### src/rtl/memwb_stage.sv
// ---------------------------------------------------------------------------
// memwb_stage
//
// MEM/WB pipeline register with an elastic valid/ready handshake and a
// one-entry skid buffer. Writeback can stall the pipe without any
// combinational path from out_ready back to in_ready. A synchronous flush
// discards everything held. Writes to register x0 can be squashed on capture
// so that a bubble or an x0 destination is never presented as a real
// register-file write.
//
// Ports:
//   clk, rst         clock and synchronous active-high reset
//   in_valid         MEM stage presents a beat
//   in_ready         stage can accept a beat (registered state only)
//   in_ctrl          writeback control field
//   in_mem_data      load data
//   in_alu_result    ALU result
//   in_rd_addr       destination register
//   flush            discard all held beats
//   out_valid        a WB beat is present
//   out_ready        writeback accepts the beat
//   out_ctrl         held control, forced to zero when out_valid is low
//   out_mem_data     held load data
//   out_alu_result   held ALU result
//   out_rd_addr      held destination register
//   count            occupancy, 0..2
// ---------------------------------------------------------------------------
module memwb_stage #(
    parameter int CTRL_W    = 4,
    parameter int DATA_W    = 32,
    parameter int ADDR_W    = 5,
    parameter int WE_BIT    = 0,
    parameter int SQUASH_X0 = 1
) (
    input  logic              clk,
    input  logic              rst,
    input  logic              in_valid,
    output logic              in_ready,
    input  logic [CTRL_W-1:0] in_ctrl,
    input  logic [DATA_W-1:0] in_mem_data,
    input  logic [DATA_W-1:0] in_alu_result,
    input  logic [ADDR_W-1:0] in_rd_addr,
    input  logic              flush,
    output logic              out_valid,
    input  logic              out_ready,
    output logic [CTRL_W-1:0] out_ctrl,
    output logic [DATA_W-1:0] out_mem_data,
    output logic [DATA_W-1:0] out_alu_result,
    output logic [ADDR_W-1:0] out_rd_addr,
    output logic [1:0]        count
);

    // The state encoding is the occupancy itself, so count falls straight out.
    typedef enum logic [1:0] {
        EMPTY = 2'd0,
        ONE   = 2'd1,
        FULL  = 2'd2
    } state_t;

    typedef struct packed {
        logic [CTRL_W-1:0] ctrl;
        logic [DATA_W-1:0] mem_data;
        logic [DATA_W-1:0] alu_result;
        logic [ADDR_W-1:0] rd_addr;
    } entry_t;

    state_t state_q, state_d;
    entry_t main_q, main_d;
    entry_t skid_q, skid_d;
    entry_t cap;

    logic accept;
    logic drain;

    // Handshake flags decode from the state register only, which keeps
    // out_ready off the in_ready timing path.
    assign in_ready  = (state_q != FULL);
    assign out_valid = (state_q != EMPTY);
    assign accept    = in_valid & in_ready;
    assign drain     = out_valid & out_ready;
    assign count     = state_q;

    // A held entry with stale contents must never look like a write.
    assign out_ctrl       = out_valid ? main_q.ctrl : '0;
    assign out_mem_data   = main_q.mem_data;
    assign out_alu_result = main_q.alu_result;
    assign out_rd_addr    = main_q.rd_addr;

    // Capture transform: an x0 destination has its write enable cleared so
    // the register file never sees a write to the hardwired zero register.
    always_comb begin
        cap.ctrl       = in_ctrl;
        cap.mem_data   = in_mem_data;
        cap.alu_result = in_alu_result;
        cap.rd_addr    = in_rd_addr;
        if ((SQUASH_X0 != 0) && (in_rd_addr == '0)) begin
            cap.ctrl[WE_BIT] = 1'b0;
        end
    end

    // Next-state and entry steering. New beats go to main whenever main is
    // free or being drained in the same cycle; otherwise they park in skid.
    // Draining from FULL promotes skid into main to keep FIFO order.
    // Flush overrides the occupancy but leaves payload contents alone.
    always_comb begin
        state_d = state_q;
        main_d  = main_q;
        skid_d  = skid_q;
        case (state_q)
            EMPTY: begin
                if (accept) begin
                    state_d = ONE;
                    main_d  = cap;
                end
            end
            ONE: begin
                if (accept && drain) begin
                    main_d = cap;
                end else if (accept) begin
                    state_d = FULL;
                    skid_d  = cap;
                end else if (drain) begin
                    state_d = EMPTY;
                end
            end
            FULL: begin
                if (drain) begin
                    state_d = ONE;
                    main_d  = skid_q;
                end
            end
            default: begin
                state_d = EMPTY;
            end
        endcase
        if (flush) begin
            state_d = EMPTY;
        end
    end

    // State and payload registers; reset clears everything, including the
    // payload, so the outputs read zero straight after reset.
    always_ff @(posedge clk) begin
        if (rst) begin
            state_q <= EMPTY;
            main_q  <= '0;
            skid_q  <= '0;
        end else begin
            state_q <= state_d;
            main_q  <= main_d;
            skid_q  <= skid_d;
        end
    end

endmodule

### config.mk
export PLATFORM = sky130hd
export DESIGN_NAME = memwb_stage
export DESIGN_NICKNAME = d
export VERILOG_FILES = /design/src/rtl/memwb_stage.sv
export SDC_FILE = /design/constraint.sdc
export NUM_CORES = 1
export LEC_CHECK = 0
export CAP_MARGIN = 20
export CORE_ASPECT_RATIO = 1.25
export CORE_UTILIZATION = 45
export DETAILED_ROUTE_END_ITERATION = 7
export PLACE_DENSITY = 0.73
export SLEW_MARGIN = 20
export SYNTH_ARGS = -nofsm -noshare
export SYNTH_HDL_FRONTEND = slang
export SYNTH_SLANG_ARGS = --single-unit
### constraint.sdc
create_clock -name clk -period 3.05 [get_ports clk]
set_clock_uncertainty 0.15 [all_clocks]
set_input_delay 0.61 -clock clk [delete_from_list [all_inputs] [get_ports clk]]
set_output_delay 0.61 -clock clk [all_outputs]
set_load 0.1 [all_outputs]
==> metrics.txt, run 1 <==
sequential share of the synthesized area=0.432; clk root buf=clkbuf_16; fin nets=880; syn_area_per_cell=9.14 um2; pin count of the biggest net entering global routing=63; syn_nets=829; via/cell ratio=5.71; # rows=50; DP HPWL=11.2 mm; synth top area cells=dfxtp_1 43%, a211oi_1 16%, mux2i_1 10%; status=finished, final reports clean; most common cell after layout, fill and taps aside=dfxtp_1; Post-route DRC=0; die area=15800 um2; max_cap viols=0; clk sinks=148; Final Hold Viols=0; Pins Over Slew Limit=0; Detailed Routing Iterations Pass 1=4; CTS tree=yes; Most used DFF post-synth=dfxtp_1; Crit Path Class=register to output pin; YS warnings=0; Final ANT Viol Nets=0; post-synth cell types=29; Max Root-Sink Buffers=2; FMAX=0.381 GHz; RSZ-0062 raised after global routing=false; hold crit path type=register to register; Critical Path RT=2.29 ns; share of layout cells above drive strength 1=0.174; TritonCTS buffer count=17; vias in the first global route=5503; synthesis-stage register bit count=148; power density cells=630 nW/um2; final WL=17.5 mm; core area=15000 um2; via count=5695; # fillers=1331; Mapped Cells=751; area of the multi-input gates=2980 um2; final core occ=0.559; die width=112 um; Die Ht=140 um; async set-reset flop share out of synthesis=0; Post-CTS Hold Buffers=0; Post-Syn Area=6860 um2; Post-synth EDFFs=0; Avg WL per Cell=17.6 um; Arr. time, crit path=1.87 ns; Leak=0.00348 uW; first-pass GRT wire length=28.1 mm; clock insertion delay at the later pin of the skew report=0.42 ns; Area growth syn-to-layout=21.7%; Initial Utilization=0.459; crit-path max FO=10; Port Buf Inserts=154; area share of the largest cell type after synthesis=0.432; post-CTS setup buffer count=0; Iter 0 DRT Violations=374; commonest cells after routing, fill and taps aside=148 x dfxtp_1, 146 x nand2_1, 142 x a211oi_1, 90 x buf_4, 76 x clkdlybuf4s50_1; Final Critical Period=2.63 ns; GRT Util Overall=0.223; # H-tree levels=4; final setup vio count=0; part of the cycle the worst path needs=0.861; VDD IR max=301 uV; Register Area=2960 um2; leading area contributor after synthesis=dfxtp_1; Reg clk slew, reported paths=0.06 ns; startpoint types=register; final RePlAce weighted congestion=0.765; critical path endpoint category=output pin; grt total ovfl=0; relative slew slack=0.632; initial antenna violation count=2; hold slack=0.303 ns; post-CTS sizing=0; Ports=155; actual slew at the worst max-slew pin=0.551 ns
-- synthesized netlist by cell type (2+ instances only) --
cell type and count:
buf_2 44, nor2b_1 5, buf_4 72, buf_6 2, o211ai_1 2, dfxtp_1 148
mux2i_1 72, nand2b_1 2, clkbuf_1 17, a21oi_1 73, nand2_1 146, a211oi_1 142
a21o_1 2, buf_12 6, a211oi_2 4
-- critical path: stages, from the launching register on --
cell and delay [ns]:
dfxtp_1 0.67, nor2_1 0.25, nor2b_1 0.21, buf_4 0.32
-- stage by stage --
step | instances | total power, uW | setup WS, ns | instance area, um2 | setup TNS (ns)
final | 998 | 5260 | 0.424 | 8350 | 0
after detailed placement | 965 | 3250 | 0.562 | 7770 | 0
after CTS | 997 | 5290 | 0.436 | 8350 | 0
after floorplan | 751 | 3030 | -0.379 | 6860 | -1.52
after global placement | 965 | 3230 | 0.621 | 7770 | 0
after global routing | 997 | 5440 | 0.322 | 8350 | 0
-- final timing paths --
path	from	endpoint	slack [ns]	cells past startpoint
hold / removal	skid_q[30]$_SDFFE_PP0P_	skid_q[30]$_SDFFE_PP0P_	0.30	2
hold reg to reg	skid_q[30]$_SDFFE_PP0P_	skid_q[30]$_SDFFE_PP0P_	0.30	2
setup reg to reg	count[0]$_SDFFE_PP0P_	out_mem_data[13]$_SDFFE_PP0P_	0.99	4
setup / recovery	count[1]$_SDFFE_PP0P_	out_ctrl[0]	0.42	3
-- layout make-up --
type / count / share of cell area
inverters: 1 / 0.000449
clock buffers: 18 / 0.0514
multi-input cells: 460 / 0.356
repair buffers: 174 / 0.191
diodes: 1 / 0.000300
flip-flops and latches: 148 / 0.355
clock inverters: 14 / 0.0184
well taps: 182 / 0.0273
-- logic make-up (layout without fill, tap and decap cells) --
family	Yosys count	after routing	share of synthesized area
flip-flops	148	148	0.432
other	0	1	0
AND/OR/NAND/NOR	162	162	0.0962
multiplexers	72	72	0.105
AO/OA/AOI/OAI	226	226	0.225
buffers and inverters	143	207	0.142
-- state kept, by name, summed over array words and instances, names as in the netlist --
register,count
out_mem_data,32
out_rd_addr,5
skid_q,73
main_q,4
count,2
out_alu_result,32
-- metal layers --
layer	global-route usage	vias up	wire [um]
met5	0	-	13
met3	0.0454	42	805
met4	0.103	2	513
met2	0.381	170	8580
li1	-	2703	-
met1	0.269	2778	7620
-- power breakdown --
group / total [uW] / internal, uW / switching [uW]
sequential: 2090 / 2030 / 57.0
combinational: 1120 / 314 / 808
clock: 2050 / 1210 / 840
(Power assumes the default switching activity.)
==> run 2: changes to the inputs <==
--- a/config.mk
+++ b/config.mk
@@ -9,7 +9,7 @@
 export CORE_ASPECT_RATIO = 1.25
 export CORE_UTILIZATION = 45
 export DETAILED_ROUTE_END_ITERATION = 7
-export PLACE_DENSITY = 0.73
+export PLACE_DENSITY_LB_ADDON = 0.2
 export SLEW_MARGIN = 20
 export SYNTH_ARGS = -nofsm -noshare
 export SYNTH_HDL_FRONTEND = slang
==> run 2 against run 1 <==
Net effect: cell count decreased by 0.60%; sequential power about the same; final area shrank 0.34%; clock power down 6%; total power decreased by 2.3%; wire length fell by 1.8%; non-clock buffer count is 2 lower; global-route usage fell by 0.13 points; critical path depth unchanged; core utilization fell by 0.19 points; sequential share of layout area is 0.12 points higher.
==> metrics.txt, run 2 (synthesis gave the netlist of run 1 again) <==
status=finished, final reports clean (unchanged); die area=15800 um2 (unchanged); Die Ht=140 um (unchanged); Final Critical Period=2.60 ns (was 2.63 ns); Iter 0 DRT Violations=494 (was 374); # H-tree levels=4 (unchanged); final core occ=0.557 (was 0.559); first-pass GRT wire length=27.5 mm (was 28.1 mm); met3 WL=725 um (was 805 um); critical path's top delay family=flip-flops (unchanged); grt total ovfl=0 (unchanged); Detailed Routing Iterations Pass 1=4 (unchanged); post-CTS setup buffer count=0 (unchanged); critical path endpoint category=output pin (unchanged); clk root buf=clkbuf_16 (unchanged); Final ANT Viol Nets=0 (unchanged); Max Root-Sink Buffers=2 (unchanged); Critical R2R Launch=count[1]$_SDFFE_PP0P_ (was count[0]$_SDFFE_PP0P_); RSZ-0062 raised after global routing=false (unchanged); power density cells=617 nW/um2 (was 630 nW/um2); vias in the first global route=5394 (was 5503); final RePlAce weighted congestion=0.771 (was 0.765); diode count=0 (was 1); post-CTS sizing=0 (unchanged); Pins Over Slew Limit=0 (unchanged); hold crit path type=register to register (unchanged); relative slew slack=0.620 (was 0.632); slowest stage delay, CP=0.66 ns (was 0.67 ns); part of the cycle the worst path needs=0.853 (was 0.861); CP max stage cell=dfxtp_1 (unchanged); FMAX=0.385 GHz (was 0.381 GHz); share of layout cells above drive strength 1=0.165 (was 0.174); metal1 wirelength=7.48 mm (was 7.62 mm); GRT Util Overall=0.222 (was 0.223); Post-route DRC=0 (unchanged); hold path startpoint=skid_q[56]$_SDFFE_PP0P_ (was skid_q[30]$_SDFFE_PP0P_); startpoint types=register (unchanged); DP HPWL=10.9 mm (was 11.2 mm); core area=15000 um2 (unchanged); # rows=50 (unchanged); Area growth syn-to-layout=21.3% (was 21.7%); Critical Path RT=2.29 ns (about the same); actual slew at the worst max-slew pin=0.569 ns (was 0.551 ns); crit-path max FO=10 (unchanged); commonest cells after routing, fill and taps aside=148 x dfxtp_1, 146 x nand2_1, 142 x a211oi_1, 85 x buf_4, 76 x clkdlybuf4s50_1 (was 148 x dfxtp_1, 146 x nand2_1, 142 x a211oi_1, 90 x buf_4, 76 x clkdlybuf4s50_1); die width=112 um (unchanged); max_cap viols=0 (unchanged); Post-CTS Hold Buffers=0 (unchanged); Tot Pwr=5140 uW (was 5260 uW); Reg clk slew, reported paths=0.06 ns (about the same); via count=5563 (was 5695); Highest Signal Layer=met4 (was met5); Leak=0.00347 uW (was 0.00348 uW); Crit Path Class=register to output pin (unchanged); Port Buf Inserts=154 (unchanged); max reg flops=73 (unchanged); setup TNS=0 ns (unchanged); VDD IR max=328 uV (was 301 uV); most common cell after layout, fill and taps aside=dfxtp_1 (unchanged); final setup vio count=0 (unchanged); Final Non-Filler Cells=992 (was 998); Worst Setup SP=count[1]$_SDFFE_PP0P_ (unchanged); clk sinks=148 (unchanged); Avg WL per Cell=17.3 um (was 17.6 um); Largest Register=skid_q (unchanged); placed insts=963 (was 965); CP bufs+invs=1 (unchanged); final WL=17.2 mm (was 17.5 mm); clock insertion delay at the later pin of the skew report=0.42 ns (about the same); Final Hold Viols=0 (unchanged); Initial Utilization=0.459 (unchanged); hold slack=0.302 ns (was 0.303 ns); met2 wire length=8.63 mm (was 8.58 mm); TritonCTS buffer count=17 (unchanged); initial antenna violation count=0 (was 2); via/cell ratio=5.61 (was 5.71); Ports=155 (unchanged); fin nets=878 (was 880); CTS tree=yes (unchanged); Arr. time, crit path=1.84 ns (was 1.87 ns); CP Cell Sequence=nor2_1, nor2b_1, buf_12 (was nor2_1, nor2b_1, buf_4); pin count of the biggest net entering global routing=55 (was 63)
-- run 2: cell count changes in the layout (fill, tap and decap cells not counted), moves of 2 or more --
cell / before / now
clkbuf_1: 1 / 4
clkbuf_8: 0 / 3
clkinv_4: 5 / 0
buf_4: 90 / 85
inv_6: 2 / 0
buf_12: 8 / 11
clkinvlp_4: 3 / 1
-- run 2: worst paths after layout --
kind,cells after the start,slack (ns),endpoint
worst min-delay path,2,0.30,skid_q[56]$_SDFFE_PP0P_
worst max-delay path,3,0.45,out_ctrl[0]
worst min register to register,2,0.30,skid_q[56]$_SDFFE_PP0P_
worst max register to register,4,0.97,main_q[69]$_SDFFE_PP0P_
-- run 2: final cells by class --
cell class | count | area (um2)
Multi-Input combinational cell | 460 | 2980
Fill cell | 1324 | 6630
Inverter | 1 | 3.75
Sequential cell | 148 | 2960
Tap cell | 182 | 228
Clock buffer | 24 | 482
Clock inverter | 5 | 52.6
Timing Repair Buffer | 172 | 1620
-- run 2: metal layers --
layer,vias up,track usage
li1,2709,-
met1,2689,0.266
met2,138,0.376
met3,27,0.0502
met4,0,0.106
met5,-,0
-- run 2: report_power, final --
part	switching, uW	total [uW]	leakage, uW	internal, uW
Combinational	804	1120	0.00199	317
Sequential	57.8	2090	0.00121	2030
Clock	760	1930	0.000262	1170
-- run 2: through the flow --
stage	area (um2)	setup slack, ns
2_1_floorplan	6860	-0.379
3_3_place_gp	7790	0.391
3_5_place_dp	7790	0.361
4_1_cts	8330	0.403
5_1_grt	8330	0.315
6_report	8330	0.450
-- run 2: worst register-to-register path: cells and delay by family (launching register included) --
family / cells / cell delay (ns)
flip-flops: 1 / 0.66
AND/OR/NAND/NOR: 1 / 0.51
AO/OA/AOI/OAI: 2 / 0.34
buffers and inverters: 1 / 0.28
==> run 3: changes to the inputs <==
==> constraint.sdc (replaced) <==
create_clock -name clk -period 3.05 [get_ports clk]
set_clock_uncertainty 0.15 [all_clocks]
set_input_delay 0.61 -clock clk [delete_from_list [all_inputs] [get_ports clk]]
set_output_delay 0.61 -clock clk [all_outputs]
set_load 0.01 [all_outputs]
==> run 3 against run 2 <==
Net effect: via count shrank 0.27%; highest routed layer unchanged; combinational power is 44% lower; die area is the same.
==> metrics.txt, run 3 (synthesis gave the netlist of run 1 again) <==
critical path depth=3 (unchanged); clock insertion delay at the later pin of the skew report=0.41 ns (was 0.42 ns); Worst Hold End=skid_q[50]$_SDFFE_PP0P_ (was skid_q[56]$_SDFFE_PP0P_); Post-route DRC=0 (unchanged); Highest Signal Layer=met4 (unchanged); met3 WL=911 um (was 725 um); critical path endpoint category=output pin (unchanged); Leak=0.00333 uW (was 0.00347 uW); reg2reg setup slack=1.09 ns (was 0.97 ns); Post-CTS Hold Buffers=0 (unchanged); Register Area=2960 um2 (unchanged); hold crit path type=register to register (unchanged); max reg flops=73 (unchanged); # rows=50 (unchanged); clk root buf=clkbuf_16 (unchanged); final WL=17.3 mm (was 17.2 mm); Final Critical Period=2.75 ns (was 2.60 ns); # H-tree levels=4 (unchanged); die area=15800 um2 (unchanged); diode count=0 (unchanged); Area growth syn-to-layout=23.3% (was 21.3%); final setup vio count=0 (unchanged); post-CTS setup buffer count=0 (unchanged); max_cap viols=0 (unchanged); die width=112 um (unchanged); via/cell ratio=5.60 (was 5.61); status=finished, final reports clean (unchanged); CTS tree=yes (unchanged); initial antenna violation count=0 (unchanged); Final ANT Viol Nets=0 (unchanged); VDD IR max=310 uV (was 328 uV); commonest cells after routing, fill and taps aside=153 x clkdlybuf4s50_1, 148 x dfxtp_1, 146 x nand2_1, 142 x a211oi_1, 73 x a21oi_1 (was 148 x dfxtp_1, 146 x nand2_1, 142 x a211oi_1, 85 x buf_4, 76 x clkdlybuf4s50_1); area of the multi-input gates=2980 um2 (unchanged); final RePlAce weighted congestion=0.782 (was 0.771); Hold Path Depth=2 (unchanged); post-CTS sizing=0 (unchanged); share of layout cells above drive strength 1=0.0680 (was 0.165); power density cells=549 nW/um2 (was 617 nW/um2); CP Cell Sequence=nor2_1, nor2b_1, clkdlybuf4s50_1 (was nor2_1, nor2b_1, buf_12); Reg-to-Reg End=out_alu_result[1]$_SDFFE_PP0P_ (was main_q[69]$_SDFFE_PP0P_); clk sinks=148 (unchanged); Avg WL per Cell=17.5 um (was 17.3 um); first-pass GRT wire length=27.7 mm (was 27.5 mm); CP max stage cell=clkdlybuf4s50_1 (was dfxtp_1); TritonCTS buffer count=17 (unchanged); actual slew at the worst max-slew pin=0.550 ns (was 0.569 ns); Max Root-Sink Buffers=2 (unchanged); critical path's top delay family=buffers and inverters (was flip-flops); vias in the first global route=5581 (was 5394); slowest stage delay, CP=0.57 ns (was 0.66 ns); cells on worst reg2reg path=4 (unchanged); metal1 wirelength=7.51 mm (was 7.48 mm); Detailed Routing Iterations Pass 1=4 (unchanged); Final Hold Viols=0 (unchanged); RSZ-0062 raised after global routing=false (unchanged); grt total ovfl=0 (unchanged); Crit Path Class=register to output pin (unchanged); crit-path max FO=10 (unchanged); fin nets=876 (was 878); via count=5548 (was 5563); relative slew slack=0.633 (was 0.620); Final WS setup=0.300 ns (was 0.450 ns); Pins Over Slew Limit=0 (unchanged); hold path startpoint=skid_q[50]$_SDFFE_PP0P_ (was skid_q[56]$_SDFFE_PP0P_); startpoint types=register (unchanged); Tot Pwr=4650 uW (was 5140 uW); Critical Path RT=2.29 ns (about the same); DP HPWL=10.8 mm (was 10.9 mm); Arr. time, crit path=1.99 ns (was 1.84 ns); FMAX=0.364 GHz (was 0.385 GHz); setup TNS=0 ns (unchanged); Port Buf Inserts=154 (unchanged); core area=15000 um2 (unchanged); Ports=155 (unchanged); CP bufs+invs=1 (unchanged); Largest Register=skid_q (unchanged); Setup WS pre-CTS=0.392 ns (was 0.361 ns); # fillers=1339 (was 1324); GRT Util Overall=0.223 (was 0.222); Die Ht=140 um (unchanged); pin count of the biggest net entering global routing=75 (was 55); part of the cycle the worst path needs=0.902 (was 0.853); Reg clk slew, reported paths=0.06 ns (about the same); Iter 0 DRT Violations=330 (was 494); Initial Utilization=0.459 (unchanged); most common cell after layout, fill and taps aside=clkdlybuf4s50_1 (was dfxtp_1); Critical R2R Launch=count[0]$_SDFFE_PP0P_ (was count[1]$_SDFFE_PP0P_); met2 wire length=8.69 mm (was 8.63 mm)
## run 3: cell types whose count changed in the layout (fill, tap and decap cells not counted)
cell             previous run  this run
buf_4                      85        10
clkbuf_8                    3         4
clkdlybuf4s50_1            76       153
clkbuf_1                    4         5
buf_12                     11         7
clkinv_2                    3         2
## run 3: cell type report
class	instances	share of cell area
clock buffers	26	0.0590
multi-input cells	460	0.352
repair buffers	170	0.206
flip-flops and latches	148	0.350
inverters	1	0.000443
clock inverters	4	0.00562
well taps	182	0.0269
## run 3: metal layers
layer,GRT usage,vias up
li1,-,2702
met1,0.263,2700
met2,0.394,135
met3,0.0593,11
met4,0.0709,0
met5,0,-
## run 3: worst max-delay path by stage
stage / startpoint / to
6_report: count[0]$_SDFFE_PP0P_ / out_ctrl[0]
5_1_grt: count[0]$_SDFFE_PP0P_ / out_ctrl[0]
4_1_cts: count[0]$_SDFFE_PP0P_ / out_ctrl[0]
3_5_place_dp: out_ready / out_mem_data[5]$_SDFFE_PP0P_
3_3_place_gp: out_ready / main_q[69]$_SDFFE_PP0P_
2_1_floorplan: count[1]$_SDFFE_PP0P_ / in_ready
## run 3: per-stage QoR
step | utilization | cells | hold WS [ns] | area (um2)
2_1_floorplan | - | 751 | 0.286 | 6860
3_3_place_gp | 0.530 | 961 | 0.290 | 7920
3_5_place_dp | 0.530 | 961 | 0.296 | 7920
4_1_cts | 0.566 | 991 | 0.303 | 8470
5_1_grt | 0.566 | 991 | 0.316 | 8470
6_report | 0.566 | 991 | 0.302 | 8470
## run 3: worst register-to-register path, cell delays in order (launching register included)
cell and delay [ns]:
dfxtp_1 0.56, nand2b_4 0.23, buf_12 0.45, mux2i_1 0.20, a211oi_1 0.27
## run 3: report_power, final
group / internal, uW / switching [uW] / leakage [uW]
Combinational: 340 / 285 / 0.00185
Sequential: 2030 / 56.0 / 0.00121
Clock: 1200 / 737 / 0.000266
Total: 3570 / 1080 / 0.00333
